===== config.mk =====
export PLATFORM = sky130hd
export DESIGN_NAME = nibble_serializer
export DESIGN_NICKNAME = d
export VERILOG_FILES = /design/src/rtl/nibble_serializer.sv
export SDC_FILE = /design/constraint.sdc
export NUM_CORES = 1
export LEC_CHECK = 0
export ABC_AREA = 1
export CAP_MARGIN = 20
export CORE_MARGIN = 2
export CORE_UTILIZATION = 50
export DETAILED_ROUTE_END_ITERATION = 10
export PLACE_DENSITY = 0.87
export SLEW_MARGIN = 40
export SYNTH_ARGS = -nofsm -noshare
export SYNTH_HDL_FRONTEND = slang
export SYNTH_SLANG_ARGS = --single-unit
export TNS_END_PERCENT = 50

===== constraint.sdc =====
create_clock -name clk -period 2.29 [get_ports clk]
set_input_delay 0.229 -clock clk [delete_from_list [all_inputs] [get_ports clk]]
set_output_delay 0.229 -clock clk [all_outputs]
set_load 0.1 [all_outputs]

===== src/rtl/nibble_serializer.sv =====
// Captures a 4*N_NIB-bit word and replays it MS-nibble first over a
// valid/ready handshake, pulsing done once after the final transfer.
module nibble_serializer #(
  parameter int N_NIB = 4
) (
  input  logic                       clk,
  input  logic                       rst,
  input  logic                       load,
  input  logic [4*N_NIB-1:0]         word_in,
  input  logic                       nib_ready,
  output logic [3:0]                 nib_out,
  output logic                       nib_valid,
  output logic                       nib_last,
  output logic [$clog2(N_NIB)-1:0]   nib_idx,
  output logic                       busy,
  output logic                       done
);

  localparam int W  = 4 * N_NIB;
  localparam int CW = $clog2(N_NIB);

  typedef enum logic {IDLE, SEND} state_t;

  state_t          state_q, state_d;
  logic [W-1:0]    sh_q, sh_d;
  logic [CW-1:0]   cnt_q, cnt_d;
  logic            done_q, done_d;
  logic            send;
  logic            at_last;

  assign send    = (state_q == SEND);
  assign at_last = (cnt_q == CW'(N_NIB - 1));

  always_comb begin
    state_d = state_q;
    sh_d    = sh_q;
    cnt_d   = cnt_q;
    done_d  = 1'b0;
    case (state_q)
      IDLE: begin
        if (load) begin
          sh_d    = word_in;
          cnt_d   = '0;
          state_d = SEND;
        end
      end
      SEND: begin
        // load is deliberately not examined here, so the in-flight word is safe
        if (nib_ready) begin
          if (at_last) begin
            state_d = IDLE;
            done_d  = 1'b1;
          end else begin
            sh_d  = {sh_q[W-5:0], 4'h0};
            cnt_d = cnt_q + CW'(1);
          end
        end
      end
      default: state_d = IDLE;
    endcase
  end

  always_ff @(posedge clk) begin
    if (rst) begin
      state_q <= IDLE;
      sh_q    <= '0;
      cnt_q   <= '0;
      done_q  <= 1'b0;
    end else begin
      state_q <= state_d;
      sh_q    <= sh_d;
      cnt_q   <= cnt_d;
      done_q  <= done_d;
    end
  end

  // Outputs derive from registered state only; nib_ready never reaches nib_valid.
  assign nib_valid = send;
  assign busy      = send;
  assign nib_out   = send ? sh_q[W-1 -: 4] : 4'h0;
  assign nib_last  = send & at_last;
  assign nib_idx   = send ? cnt_q : '0;
  assign done      = done_q;

endmodule


# After elaboration in Yosys (flattened, before gate mapping)
# Cells that the tools add are included.
word_totals:
  regBits: 20
  inputBits: 20
  output_inout_bits: 10
  word_cells: 29
classes:
  add_sub_neg: 1
  eq_ne: 4
  mux: 15
  n_bitwise: 3
  n_reduce_logical: 2
ops:
  columns: ["op", "n"]
  rows:
  - ["2-to-1 mux 16 bit", 3]
  - ["case mux 16 bit (2 select lines)", 1]
  - ["2-to-1 mux 2 bit", 4]
  - ["!= test 2 bit (second input constant)", 3]
  - ["2-to-1 mux 1 bit", 4]
  - ["2-to-1 mux 4 bit", 1]
  - ["case mux 2 bit (2 select lines)", 1]
  - ["AND reduction 3 bit", 1]
  - ["OR reduction 3 bit", 1]
  - ["adder 2 x 1 -> 2 bit (second input constant)", 1]
  - ["equality test 2 bit (second input constant)", 1]
  - ["NOT 1 bit", 2]
  - ["case mux 1 bit (2 select lines)", 1]
  - ["AND 1 bit", 1]

# Longest topological paths before layout
# Gate-level depths: netlist of run 1.
depth:
  ltp_word: 4
  depth_mapped: 7
  ltp_nobuf: 6

# Worst setup path after synthesis of run 1
# Ideal clock, no wire load.
synth_timing:
  path_type: "register to register"
  startpoint: "register state_q (netlist: busy)"
  endpoint: "register state_q (netlist: busy)"
  setup_ns: 0.152
  t_arrival_ns: 2.143
  required_ns: 2.138
  setup_slack_ns: -0.005
  stages_incl_launch_ff: 5
  path_buffers: 1
  synth_period_minus_slack_ns: 2.295
  path_cell_list: "dfxtp_1 buf_2 nand2_1 inv_1 a21oi_1"
synth_via:
  elab_chain_len: 2
synth_rtl:
  columns: ["item", "line", "text"]
  rows:
  - ["start: declaration", "24", "state_t state_q, state_d;"]
  - ["start signal: assignment", "70", "state_q <= state_d;"]
  - ["NOT 1 bit", null, null]
  - ["case mux 1 bit (2 select lines) (*)", "39", "case (state_q)"]
# Every way passes the cells marked *; elsewhere a longest branch is shown, timed or not.
# A chain may end at the register's enable or synchronous reset.

# Worst setup path in the final report of run 1
layout_timing:
  startpoint: "register cnt_q[0]"
  endpoint: "output port nib_last"
layout_via:
  elab_chain_len: 2
layout_rtl:
  columns: ["item", "line", "text"]
  rows:
  - ["start: declaration", "26", "logic [CW-1:0] cnt_q, cnt_d;"]
  - ["start signal: assignment", "72", "cnt_q <= cnt_d;"]
  - ["equality test 2 bit", "32", "assign at_last = (cnt_q == CW'(N_NIB - 1));"]
  - ["via at_last", "29", "logic at_last;"]
  - ["AND 1 bit", "81", "assign nib_last = send & at_last;"]
  - ["end: declaration", "13", "output logic nib_last,"]
# The timed path passes the listed nets, and every way through them passes these cells.

==> flow_summary.ini, run 1 <==
[run_status]
outcome = complete, no violations

[routing]
dr_total_vias = 1111
wirelength_um = 2340
wl_per_cell_um = 9.99
ant_nets = 0
first_pass_iters = 4
drt-initial-drc-count = 31
via_per_inst = 4.75
drc_errors = 0

[grt]
grt.overflow.total = 0
grt_pass1_vias = 908
grt_pass1_wl_um = 3890
grtUsageMet1_pct = 25.7
grtUsageMet2_pct = 31.6
grt_util_all_layers_pct = 19.6
grt_max_degree = 35
grt_use_met3_pct = 2.92
antenna_found_initial = 0
busiest_layer = met2

[clocking]
cts_resized = 0
cts_hold_buffers = 0
clockBufferDepth = 2
cts_max_level = 1
clock-sinks = 20
ctsRootBufferMaster = clkbuf_4
clock_latency_ns = 0.30
clk_pin_slew_worst_paths_ns = 0.11
cts_setup_buffers = 0
cts_buffers = 3
cts_tree = yes

[timing]
clock_skew_ns = 0.00179
finalSetupTns_ns = 0
fin_crit_ns = 1.59
finalCritPeriodShare_pct = 69.3
finalSetupViolations = 0
relSlewSlack_pct = 62.2
drv_slew = 0
max_freq_mhz = 631
worstMarginPinSlew_ns = 0.564
hold_violations = 0
hold_slack_ns = 0.510
grt_setup_unrepaired = no

[critical_path]
crit_path_max_incr_delay_ns = 0.40
crit_slowest_cell = dfxtp_1
worstPathCellList = ha_1 -> nand2_1 -> inv_1 -> buf_4
critPathLaunchType = flop
cp.arrival_ns = 1.36
crit_path_end_kind = output pin
worstPathMaxFanout = 4
worstSetupPathType = reg2out
cp_num_buf_inv = 2
cp.required_ns = 2.06
critical-path-top-delay-family = flip-flops
cp.depth = 4
reg2reg_depth = 4

[placed_design]
gp_congestion = 0.723
dpl.hpwl_um = 1510
io_buffer_count = 29

[die]
die_w_um = 50.9
core_um2 = 2020
row_count = 16
die-area_um2 = 2590
start_util_pct = 54.5
fp.dieH_um = 50.9
ios = 30

[power]
cellPowerDensity_nw_per_um2 = 590
leakagePower_nw = 0.747
ir_drop_uv = 355

[final_layout]
drive_above_1_share_pct = 9.18
regArea_um2 = 402
area_growth_pct = 26.6
multi_input_area_um2 = 544
antenna_cells_inserted = 0
fillers = 189
nets = 229

[synth]
synth_fp_nets = 204
ys_seq_area_share_pct = 36.4
ys_warn_count = 0
syn-mean-instance-area_um2 = 6.02
synth_cells = 183
ys_seq_elements = 20
synth_area_um2 = 1100
synth.distinct_cells = 16

[flow_run]
maxCapViolCount = 0

[worst_hold_path]
whs_path_depth = 2
hold_class = in2reg
==> state kept, by name (all words and copies together) (netlist names) <==
| signal | flops |
|---|---|
| busy | 1 |
| cnt_q | 2 |
| done | 1 |
| sh_q | 16 |
==> final cells by class <==
cell class                      instances  area share (%)
Clock buffer                            4            2.60
Multi-Input combinational cell        126            39.0
Tap cell                               27            2.42
Sequential cell                        20            28.8
Timing Repair Buffer                   31            20.1
Inverter                               26            7.00
==> routing by layer <==
metal  share of wire (%)  wire, um  vias up
met2                  47      1100       33
li1                    -         -      603
met4                 2.4        57        0
met5                   0         0        -
met1                  45      1060      468
met3                 5.2       122        7
==> per-stage QoR <==
stage	cells	cell area [um^2]	total power, W	setup slack, ns	util (%)
global route	234	1390	0.000871	0.627	68.9
finish	234	1390	0.000823	0.704	68.9
global placement	230	1360	0.000617	0.779	67.1
CTS	234	1390	0.000830	0.705	68.9
detailed placement	230	1360	0.000623	0.720	67.1
floorplan	183	1100	0.000563	0.369	-
==> cell families (layout without fill, tap and decap cells) <==
kind of cell    after synthesis  in the layout  synth area share (%)
simple gates                104            104                  37.8
buf+inv                      37             61                  14.2
compound gates               21             21                  10.5
flops                        20             20                  36.4
fa+ha+maj                     1              1                  1.14
==> report_power, final <==
group / switching, W / internal (W)
registers: 0.0000151 / 0.000377
logic: 0.000139 / 0.0000844
clock network: 0.000109 / 0.0000971
total: 0.000264 / 0.000559
==> placed cells by master (no fill, tap or decap), drive strengths merged <==
cell and n:
buf 12, nor2 19, a21oi 15, o21ai 2, clkbuf 4, nor3 1
clkinv 1, a21boi 4, nand2 66, dfxtp 20, inv 25, clkdlybuf4s50 19
ha 1, nand3 18
==> worst paths after layout <==
check / from / slack, ns / endpoint
max: cnt_q[0] / 0.70 / nib_last
min: rst / 0.51 / cnt_q[1]
max reg2reg: busy / 0.82 / sh_q[8]
min reg2reg: cnt_q[1] / 0.52 / cnt_q[1]
==> synthesized netlist by cell type <==
master	n	share of area [%]
nand2_1	65	22
inv_1	24	8.2
dfxtp_1	20	36
nor2_1	19	6.5
nand3_1	18	8.2
a21oi_1	15	6.8
buf_2	8	3.6
a21boi_0	4	2.7
buf_4	2	1.4
o21ai_0	2	0.91
clkbuf_1	1	0.34
clkinv_1	1	0.34
ha_1	1	1.1
inv_2	1	0.34
nand2_2	1	0.57
nor3_1	1	0.45
(Power assumes the default switching activity.)
==> run 2: changes to the inputs <==
Settings changed: CORE_UTILIZATION 50 to 42, PLACE_DENSITY 0.87 to 0.79.
Clock period 2.29 ns to 1.38 ns, I/O delays scaled along.
==> flow_summary.ini, run 2 (same netlist as run 1, synthesis figures left out) <==
[run_status]
outcome = complete, no violations

[placed_design]
io_buffer_count = 29
gp_congestion = 0.751
dpl.hpwl_um = 1740

[power]
finalPower_w = 0.00151
cellPowerDensity_nw_per_um2 = 903
ir_drop_uv = 650
leakagePower_nw = 0.776

[timing]
clock_skew_ns = 0.00624
worstMarginPinSlew_ns = 0.229
drv_slew = 0
relSlewSlack_pct = 84.7
grt_setup_unrepaired = no
finalSetupTns_ns = 0
finalCritPeriodShare_pct = 96.4
max_freq_mhz = 752
fin_crit_ns = 1.33
finalSetupViolations = 0
hold_violations = 0

[clocking]
cts_max_level = 1
clock-sinks = 20
clk_pin_slew_worst_paths_ns = 0.12
cts_tree = yes
ctsRootBufferMaster = clkbuf_4
cts_buffers = 3
clock_latency_ns = 0.31
clockBufferDepth = 2

[die]
row_count = 18
die_w_um = 55.2
fp.dieH_um = 55.2
ios = 30
start_util_pct = 44.4
core_um2 = 2480
die-area_um2 = 3050

[routing]
wl_per_cell_um = 10.6
drc_errors = 0
wirelength_um = 2600
ant_nets = 0
dr_total_vias = 1168
first_pass_iters = 4
drt-initial-drc-count = 16
via_per_inst = 4.75

[grt]
grt_pass1_vias = 1039
grt.overflow.total = 0
grt_max_degree = 35
grt_pass1_wl_um = 4420
antenna_found_initial = 0
grt_util_all_layers_pct = 17.6

[final_layout]
nets = 238
drive_above_1_share_pct = 18.1
largestRegisters = sh_q x16, cnt_q x2
largest_reg_flops = 16
fillers = 218
mostFrequentLayoutCells = nand2_1 (64), nor2_1 (19), clkdlybuf4s50_1 (19)
area_growth_pct = 51.6
final_common_cell = nand2_1
utilization_pct = 67.4
largest_register = sh_q
antenna_cells_inserted = 0

[critical_path]
worstSetupPathType = reg2out
cp.arrival_ns = 1.19
cp.required_ns = 1.24
worstPathMaxFanout = 3
crit_path_end_kind = output pin
critPathLaunchType = flop

[flow_run]
maxCapViolCount = 0

[worst_hold_path]
hold_class = in2reg
## run 2: critical path, cell delays in order (launching register included)
cell and delay, ns:
dfxtp_2 0.36, ha_4 0.18, nand2_4 0.07, clkinvlp_4 0.10
buf_12 0.18
## run 2: report_power, final
part / internal [W] / switching [W]
clock network: 0.000221 / 0.000194
logic: 0.000190 / 0.000241
registers: 0.000626 / 0.0000343
## run 2: per-layer routing
| layer | up-vias | wire, um | GRT usage (%) |
|---|---|---|---|
| li1 | 623 | - | - |
| met5 | - | 0 | 0 |
| met1 | 522 | 1090 | 20.9 |
| met4 | 0 | 27 | 6.27 |
| met2 | 19 | 1410 | 32.1 |
| met3 | 4 | 84 | 2.34 |
## run 2: final timing paths
kind              slack, ns  cells after the start  endpoint      from
hold / removal         0.43                      2  cnt_q[1]       rst
setup reg to reg       0.09                      6   sh_q[7]      busy
setup / recovery       0.05                      4  nib_last  cnt_q[0]
hold reg to reg        0.55                      4   sh_q[8]   sh_q[8]
## run 2: layout make-up
cell class | instances | area, um^2 | area share, %
Multi-Input combinational cell | 126 | 564 | 33.8
Inverter | 26 | 124 | 7.42
Sequential cell | 20 | 407 | 24.4
Tap cell | 30 | 37.5 | 2.25
Timing Repair Buffer | 40 | 489 | 29.3
Clock buffer | 4 | 47.5 | 2.85
## run 2: timing repair
action | in CTS | in global routing
endpoints found under the setup margin | 1 | 5
resized for setup | 3 | 3
setup buffers | 3 | 1
hold buffers | 0 | 0
hold endpoints to repair | 0 | 0
## run 2: through the flow
stage | setup slack, ns | instance area (um^2) | cells | hold slack [ns]
6_report | 0.0496 | 1670 | 246 | 0.432
5_1_grt | 0.00179 | 1670 | 246 | 0.450
4_1_cts | 0.00534 | 1650 | 245 | 0.423
3_5_place_dp | 0.0311 | 1580 | 239 | 0.520
3_3_place_gp | 0.0968 | 1580 | 239 | 0.488
2_1_floorplan | -0.0225 | 1140 | 183 | 0.207
